--- src/rtl/ctrl_pipe_pkg.sv ---
// rtl/ctrl_pipe_pkg.sv - control-word field offsets and encodings for ctrl_pipeline
package ctrl_pipe_pkg;

    localparam int CF_PC_COND = 0;
    localparam int CF_PC_NOT  = 1;
    localparam int CF_PC_SEL  = 2;
    localparam int CF_REG_WE  = 4;
    localparam int CF_IS_LOAD = 5;

    typedef enum logic [1:0] {
        RD_NONE = 2'b00,
        RD_RS1  = 2'b01,
        RD_RS2  = 2'b10,
        RD_BOTH = 2'b11
    } reg_rd_e;

    typedef enum logic [1:0] {
        PC_SEQ  = 2'b00,
        PC_JALR = 2'b01,
        PC_BR   = 2'b11
    } pc_sel_e;

    function automatic logic uses_rs1(input logic [1:0] reg_rd);
        return (reg_rd == RD_RS1) || (reg_rd == RD_BOTH);
    endfunction

    function automatic logic uses_rs2(input logic [1:0] reg_rd);
        return (reg_rd == RD_RS2) || (reg_rd == RD_BOTH);
    endfunction

endpackage

--- src/rtl/ctrl_stage_reg.sv ---
// rtl/ctrl_stage_reg.sv - one pipeline stage register: async reset, sync flush, stall hold, bubble insert
module ctrl_stage_reg #(
    parameter int W = 29
) (
    input  logic         clk,
    input  logic         reset_E,
    input  logic         i_flush,
    input  logic         i_stall,
    input  logic         i_bubble,
    input  logic         i_valid,
    input  logic [W-1:0] i_data,
    output logic         o_valid,
    output logic [W-1:0] o_data
);

    logic         r_valid;
    logic [W-1:0] r_data;

    // Bubble only matters when this stage is not itself holding.
    always_ff @(posedge clk or posedge reset_E) begin
        if (reset_E) begin
            r_valid <= 1'b0;
            r_data  <= '0;
        end else if (i_flush) begin
            r_valid <= 1'b0;
            r_data  <= '0;
        end else if (i_stall) begin
            r_valid <= r_valid;
            r_data  <= r_data;
        end else if (i_bubble) begin
            r_valid <= 1'b0;
            r_data  <= '0;
        end else begin
            r_valid <= i_valid;
            r_data  <= i_data;
        end
    end

    assign o_valid = r_valid;
    assign o_data  = r_data;

endmodule

--- src/rtl/ctrl_pipeline.sv ---
// rtl/ctrl_pipeline.sv - control-word pipeline with branch resolution and RAW hazard detection
// Optional forwarding build: define CTRL_PIPE_FWD_EN.
module ctrl_pipeline
    import ctrl_pipe_pkg::*;
#(
    parameter int NSTAGE = 3,
    parameter int CW     = 24,
    parameter int RW     = 5
) (
    input  logic                 clk,
    input  logic                 reset_E,
    input  logic                 valid_D,
    input  logic [CW-1:0]        ctrl_D,
    input  logic [RW-1:0]        rd_D,
    input  logic [RW-1:0]        rs1_D,
    input  logic [RW-1:0]        rs2_D,
    input  logic [1:0]           reg_rd_D,
    input  logic [NSTAGE-1:0]    stall_i,
    input  logic [NSTAGE-1:0]    flush_i,
    input  logic                 take_i,
    output logic [NSTAGE*CW-1:0] ctrl_o,
    output logic [NSTAGE-1:0]    valid_o,
    output logic [1:0]           pc_sel_o,
    output logic                 redirect_o,
    output logic                 hazard_o,
    output logic [1:0]           fwd1_o,
    output logic [1:0]           fwd2_o
);

    logic [NSTAGE-1:0]         w_valid;
    logic [NSTAGE-1:0][CW-1:0] w_ctrl;
    logic [NSTAGE-1:0][RW-1:0] w_rd;
    logic                      w_redirect;
    logic [CW-1:0]             w_ctrl_s1;
    logic                      w_use1;
    logic                      w_use2;
    logic [NSTAGE-1:0]         w_m1;
    logic [NSTAGE-1:0]         w_m2;

    assign w_redirect = w_valid[0] & w_ctrl[0][CF_PC_COND] & (take_i ^ w_ctrl[0][CF_PC_NOT]);

    // Conditional branches leave stage 0 with their resolved pc_SEL.
    always_comb begin
        w_ctrl_s1 = w_ctrl[0];
        if (w_ctrl[0][CF_PC_COND])
            w_ctrl_s1[CF_PC_SEL +: 2] = w_redirect ? PC_BR : PC_SEQ;
    end

    for (genvar k = 0; k < NSTAGE; k++) begin : g_stage
        logic             w_d_valid;
        logic             w_bubble;
        logic [CW-1:0]    w_d_ctrl;
        logic [RW-1:0]    w_d_rd;
        logic [CW+RW-1:0] w_q;

        if (k == 0) begin : g_first
            assign w_d_valid = valid_D;
            assign w_d_ctrl  = ctrl_D;
            assign w_d_rd    = rd_D;
            assign w_bubble  = 1'b0;
        end else begin : g_rest
            assign w_d_valid = w_valid[k-1];
            assign w_d_ctrl  = (k == 1) ? w_ctrl_s1 : w_ctrl[k-1];
            assign w_d_rd    = w_rd[k-1];
            assign w_bubble  = stall_i[k-1];
        end

        ctrl_stage_reg #(.W(CW + RW)) u_reg (
            .clk      (clk),
            .reset_E  (reset_E),
            .i_flush  (flush_i[k]),
            .i_stall  (stall_i[k]),
            .i_bubble (w_bubble),
            .i_valid  (w_d_valid),
            .i_data   ({w_d_rd, w_d_ctrl}),
            .o_valid  (w_valid[k]),
            .o_data   (w_q)
        );

        assign w_ctrl[k] = w_q[CW-1:0];
        assign w_rd[k]   = w_q[CW +: RW];
    end

    assign w_use1 = valid_D & uses_rs1(reg_rd_D);
    assign w_use2 = valid_D & uses_rs2(reg_rd_D);

    // Per-stage source match against a live writer; x0 is never a dependency.
    always_comb begin
        w_m1 = '0;
        w_m2 = '0;
        for (int k = 0; k < NSTAGE; k++) begin
            w_m1[k] = w_valid[k] & w_ctrl[k][CF_REG_WE] & (w_rd[k] != '0) & w_use1 & (w_rd[k] == rs1_D);
            w_m2[k] = w_valid[k] & w_ctrl[k][CF_REG_WE] & (w_rd[k] != '0) & w_use2 & (w_rd[k] == rs2_D);
        end
    end

`ifdef CTRL_PIPE_FWD_EN
    localparam int FWD_LAST = (NSTAGE > 2) ? 2 : 1;

    assign hazard_o = (w_m1[0] | w_m2[0]) & w_ctrl[0][CF_IS_LOAD];

    // Walk oldest to youngest so the youngest matching writer wins.
    always_comb begin
        fwd1_o = 2'b00;
        fwd2_o = 2'b00;
        for (int k = FWD_LAST; k >= 1; k--) begin
            if (w_m1[k]) fwd1_o = 2'(k);
            if (w_m2[k]) fwd2_o = 2'(k);
        end
    end
`else
    localparam logic [NSTAGE-1:0] HZ_MASK = {1'b0, {(NSTAGE-1){1'b1}}};

    assign hazard_o = |((w_m1 | w_m2) & HZ_MASK);
    assign fwd1_o   = 2'b00;
    assign fwd2_o   = 2'b00;
`endif

    assign ctrl_o     = w_ctrl;
    assign valid_o    = w_valid;
    assign pc_sel_o   = w_ctrl[1][CF_PC_SEL +: 2];
    assign redirect_o = w_redirect;

endmodule

--- config.mk ---
export PLATFORM = sky130hd
export DESIGN_NAME = ctrl_pipeline
export DESIGN_NICKNAME = d
export VERILOG_FILES = /design/src/rtl/ctrl_pipe_pkg.sv /design/src/rtl/ctrl_stage_reg.sv /design/src/rtl/ctrl_pipeline.sv
export SDC_FILE = /design/constraint.sdc
export NUM_CORES = 1
export LEC_CHECK = 0
export BUFFER_PORTS_ARGS = -buffer_cell sky130_fd_sc_hd__buf_2
export CORE_ASPECT_RATIO = 0.7
export CORE_MARGIN = 5
export CORE_UTILIZATION = 54
export CTS_CLUSTER_DIAMETER = 30
export DETAILED_ROUTE_END_ITERATION = 12
export GPL_TIMING_DRIVEN = 0
export PLACE_DENSITY = 0.85
export SLEW_MARGIN = 20
export SYNTH_ARGS = -nofsm -noshare
export SYNTH_HDL_FRONTEND = slang
export SYNTH_SLANG_ARGS = --single-unit
--- constraint.sdc ---
create_clock -name clk -period 7.65 [get_ports clk]
set_input_delay 1.53 -clock clk [delete_from_list [all_inputs] [get_ports clk]]
set_output_delay 1.53 -clock clk [all_outputs]
set_load 0.01 [all_outputs]
# Yosys cells after proc, flatten, opt, wreduce, memory -nomap -nowiden
# Index checks and enable logic that the tools add are counted.
totals:
  output_inout_bits: 83
  wordCells: 57
  regBits: 90
classes:
  eq_ne: 10
  n_reduce_logical: 5
  n_mux: 18
  n_bitwise: 18
op_table:
  columns: ["cell", "count"]
  rows:
  - ["$mux 29", 8]
  - ["$eq 5x5->1", 4]
  - ["$and 1x1->1", 16]
  - ["$reduce_bool 5->1", 2]
  - ["$mux 1", 8]
  - ["$ne 2x1->1 const B", 3]
  - ["$eq 2x2->1 const B", 2]
  - ["$mux 2", 2]
  - ["$eq 2x1->1 const B", 1]
  - ["$logic_or 1x1->1", 2]
  - ["$or 2x2->2", 1]
  - ["$reduce_or 2->1", 1]
  - ["$xor 1x1->1", 1]

# Logic depth before layout (Yosys ltp)
logic_depth:
  word_depth: 7
  ltp_mapped: 4
  ltp_nobuf: 4

# Modules after synthesis
# Synthesis repeated with hierarchy kept, for this count alone.
hier_totals:
  hier_cells: 366
  hier_area_um2: 4100.2
modules_own_cells:
  columns: ["mod", "n_inst", "cells_each", "area_each_um2"]
  rows:
  - ["ctrl_stage_reg", 3, 105, 1242.4]
  - ["ctrl_pipeline", 1, 51, 372.9]

# Least setup slack after synthesis
# OpenSTA, ideal clock, no wires.
synth_path:
  path_kind: "input to output"
  startpoint: "in rs2_D[2]"
  endpoint: "out hazard_o"
  required_ns: 6.120
  t_arrival_ns: 2.093
  path_buffers: 0
  setup_slack_ns: 4.027
  cell_stages: 4
  cell_sequence: "xnor2_1 nand4_1 o22ai_1 a22o_1"
synth_between:
  elab_chain_len: 4
  elab_cells_between_ends: 6
  cone_classes: "eq/ne (2); bitwise (3); reduce/logical (1)"
synth_rtl:
  columns: ["element", "line_no", "text"]
  rows:
  - ["start, declared", "ctrl_pipeline.sv:16", "input logic [RW-1:0] rs2_D,"]
  - ["$eq 5x5->1", "ctrl_pipeline.sv:93", "w_m2[k] = w_valid[k] & w_ctrl[k][CF_REG_WE] & (w_rd[k] != '0) & w_use2 & (w_rd[k] == rs2_D);"]
  - ["$and 1x1->1", "ctrl_pipeline.sv:93", null]
  - ["$or 2x2->2 (*)", "ctrl_pipeline.sv:114", "assign hazard_o = |((w_m1 | w_m2) & HZ_MASK);"]
  - ["$reduce_or 2->1 (*)", "ctrl_pipeline.sv:114", null]
  - ["end, declared", "ctrl_pipeline.sv:25", "output logic hazard_o,"]
# Every way passes the cells marked *; elsewhere a longest branch is shown, timed or not.

# Worst setup path after layout
layout_path:
  startpoint: "in rs1_D[3]"
  endpoint: "out hazard_o"
layout_between:
  elab_chain_len: 4
  elab_cells_between_ends: 6
  cone_classes: "eq/ne (2); bitwise (3); reduce/logical (1)"
layout_rtl:
  columns: ["element", "line_no", "text"]
  rows:
  - ["start, declared", "ctrl_pipeline.sv:15", "input logic [RW-1:0] rs1_D,"]
  - ["$eq 5x5->1", "ctrl_pipeline.sv:92", "w_m1[k] = w_valid[k] & w_ctrl[k][CF_REG_WE] & (w_rd[k] != '0) & w_use1 & (w_rd[k] == rs1_D);"]
  - ["$and 1x1->1", "ctrl_pipeline.sv:92", null]
  - ["$or 2x2->2 (*)", "ctrl_pipeline.sv:114", null]
  - ["$reduce_or 2->1 (*)", "ctrl_pipeline.sv:114", null]
# Marked as above.

==> results.txt <==
Leaving out filler cells and counting taps, the final layout contains 564. The total instance count after detailed placement came out at 548. The run finished with clean final reports.

Kind of capture point of the worst setup path: an output port. The power density normalized to cell area is 180 nW/µm², and the post-CTS setup buffer count is 0. The worst setup path is of the input pin to output port kind. For this block, the routed nets add up to 9550 µm of wire. Global routing consumed, over all layers together, 22.0% of the routing resources.

The wire-length estimate of the detail-placed layout is 7290 µm. The tool flagged a number of max-cap violations equal to 0. The length of the first detailed-routing pass in iterations is 4. The overflow left after global routing is 0.

The run gives 2 as the maximum buffer depth of the clock tree. Summing all multi-input logic gate instances after layout gives 1240 µm². Measured against the total synthesized area, the mux share comes to 7.76%.

Clock-pin slew was measured on the worst setup and hold paths at 0.08 ns. The run gives 123 as the number of violations reported at the end of detailed-routing iteration 0. The standby leakage power came out at 2.75 nW. The post-synthesis compound-gate area fraction was 13.8%.

The total via count in the routed design was 2882; the synthesized area divided by synthesized cell count was 12.0 µm². The number of gates resized after CTS was 0. Total number of clock tree sinks: 85. The count of buffers inserted at the top-level ports is 127, and the number of antenna-violating nets in the routed design is 0. For the finished layout, the period the worst path requires is 4.07 ns. The final layout contains 516 nets.

Fill cells in the final layout number 543. The post-synthesis adder-cell area fraction was 0%. The most numerous cell type found on the critical path is buf_2. Via count of the first global-routing pass: 3006. The clock arrives with 0.0113 ns of skew. Once the floorplan was initialized, standard cells occupied 56.5% of the core. The initial antenna violation count came out at 0. After synthesis, the netlist uses 21 different library cells. In this run the register-to-register setup slack is 6.48 ns. The tools report the relative max-transition margin as 60.6%. The logs give 0 for the total number of yosys warnings and 2.54 ns for the arrival time reported for the critical path endpoint. The average vias per placed instance is 5.11. Summing all non-filler instances in the final layout gives an area of 4840 µm². Summed over its instances, the top area cell type makes up 54.9% of the synthesized netlist area. The wire length per cell was 16.9 µm. For the core area, the log shows 6850 µm². The placed instances occupy a cell area of 4670 µm².

The clock tree synthesis step divided the H-tree into 3 levels. At the later pin of the worst-skew pair, clock insertion delay measures 0.35 ns. The tools report the category of the worst setup path launch point as an input pin. Simple-gate area share of the yosys netlist: 5.24%. Counting every instance in the synthesized netlist gives 323. Measured on the finished design, the core utilization comes to 70.7%. The congestion estimate from routability-driven global placement came to 0.877. Buffers inserted during clock tree synthesis total 9. The tools report the count of hold buffers inserted by post-cts repair as 0.

Setup TNS after final layout: 0 ns. In the routed design, unresolved DRC markers number 0. For the worst endpoint required time, the log shows 6.12 ns. The slowest library cell on the worst path was o22ai_1. For the pin with the worst max-slew slack, the measured transition is 0.591 ns. The tree is rooted in a clkbuf_8. The count of final hold-check violations is 0, and the final critical-path share of the clock period is 53.2%. Summing every instance area after synthesis gives 3870 µm².

In the layout the commonest cells are 134 x buf_2, 85 x dfrtp_1, 57 x buf_4. Of the cells placed in the final design, the portion with a size suffix greater than 1 is 44.5%. The floorplan step defined a die boundary enclosing 8990 µm². Largest voltage drop on the vdd net: 0.000120 V.

The number of synthesized register bits works out to 85. The die width is 111 µm. TritonCTS built the clock tree. The min-delay analysis places its worst path in the category flip-flop to flip-flop. The final number of max-transition violations came out at 0. The library cell used most frequently in the layout, excluding fill and tap cells, is buf_2.

Setup repair after global routing left no endpoint under its margin. The parity-gate share of the synthesized area counting xor and xnor cells is 4.75%. Entering global routing, the biggest net connects 50 pins.

Timing would allow up to 0.246 GHz. The number of antenna diodes in the final layout is 0. In this run the count of I/O pins placed on the die edge is 134.

The row count is 25, and the count of endpoints failing setup in the final report is 0. Compared with the post-synthesis result, the final layout area differs by 25.1%. The sequential cells in the finished layout cover a total of 2130 µm². For this run, the register share of the synthesized area comes to 54.9%. Largest family of logic cells by synthesized area: compound AO/OA/AOI/OAI gates. The cell type contributing the most total cell area after synthesis is dfrtp_1. On the worst path, the slowest cell contributes a delay of 0.22 ns. After synthesis, the cell types taking the most area are dfrtp_1 55%, a22o_1 12%, buf_4 11%.

Traced cell by cell, the critical path runs through buf_2 > xnor2_1 > nand4_1 > o22ai_1 > a22o_1 > buf_2. The first global-routing pass estimated 15500 µm of wire. The die boundary height came out at 80.8 µm. In this run the worst path has a maximum fanout of 2.
-- per-layer routing --
| layer | vias up | wire, µm | GRT usage [%] |
|---|---|---|---|
| met1 | 1412 | 4410 | 29.8 |
| met4 | 0 | 108 | 6.68 |
| li1 | 1361 | - | - |
| met2 | 101 | 4430 | 34.7 |
| met5 | - | 0 | 0 |
| met3 | 8 | 602 | 6.55 |
-- Yosys cell counts --
cell	number
nand3_1	5
inv_1	4
buf_2	7
nor3_1	1
nor3_2	1
buf_4	57
nor2b_1	2
a22o_2	1
conb_1	1
xor2_1	1
a22o_1	55
nor2_1	30
o311a_1	2
o22ai_1	2
nand4_1	4
o21ai_0	2
xnor2_1	20
clkbuf_1	11
mux2i_1	30
dfrtp_1	85
or3_1	2
-- worst max-delay path, delay by kind of cell --
family	cells	cell delay, ns
buf+inv	2	0.25
simple gates	1	0.16
xor+xnor	1	0.18
compound gates	2	0.41
-- kinds of logic after synthesis --
family	count (synthesis)
multiplexers	30
AND/OR/NAND/NOR	45
buffers and inverters	79
AO/OA/AOI/OAI	62
XOR/XNOR	21
other	1
flip-flops	85
-- power by group --
| group | leakage [nW] | internal, W | total [W] | switching (W) |
|---|---|---|---|---|
| registers | 1.16 | 0.000461 | 0.000476 | 0.0000149 |
| clock network | 0.0857 | 0.000136 | 0.000287 | 0.000152 |
| logic | 1.50 | 0.0000528 | 0.000108 | 0.0000555 |
| total | 2.75 | 0.000650 | 0.000872 | 0.000222 |
-- sequential cells by signal, indices dropped and copies added (netlist names) --
name / count
g_stage.u_reg.o_valid: 3
g_stage.u_reg.o_data: 82
-- through the flow --
stage | total power (W) | worst slack, ns | hold slack, ns
after floorplan | 0.000549 | 3.93 | 0.474
after global placement | 0.000588 | 3.05 | 0.482
after detailed placement | 0.000594 | 3.61 | 0.486
after CTS | 0.000878 | 3.60 | 0.508
after global routing | 0.000910 | 3.50 | 0.523
final | 0.000872 | 3.58 | 0.505
-- worst paths after layout --
| kind | start | end | cells past startpoint |
|---|---|---|---|
| setup / recovery | rs1_D[3] | hazard_o | 6 |
| hold / removal | g_stage[2].u_reg.o_data[5] | g_stage[2].u_reg.o_data[5] | 1 |
| setup reg to reg | g_stage[0].u_reg.o_data[1] | g_stage[1].u_reg.o_data[2] | 4 |
| hold reg to reg | g_stage[2].u_reg.o_data[5] | g_stage[2].u_reg.o_data[5] | 1 |
| max in group asynchronous | reset_E | g_stage[0].u_reg.o_data[21] | 3 |
| min in group asynchronous | reset_E | g_stage[1].u_reg.o_data[7] | 2 |
-- layout make-up --
| class | count | area share (%) |
|---|---|---|
| repair buffers | 128 | 13.7 |
| plain buffers | 75 | 10.4 |
| flip-flops and latches | 85 | 43.9 |
| well taps | 94 | 2.43 |
| multi-input cells | 162 | 25.5 |
| inverters | 4 | 0.362 |
| clock buffers | 13 | 3.28 |
| clock inverters | 3 | 0.413 |
Note: power is estimated with default switching activity, not from simulation.
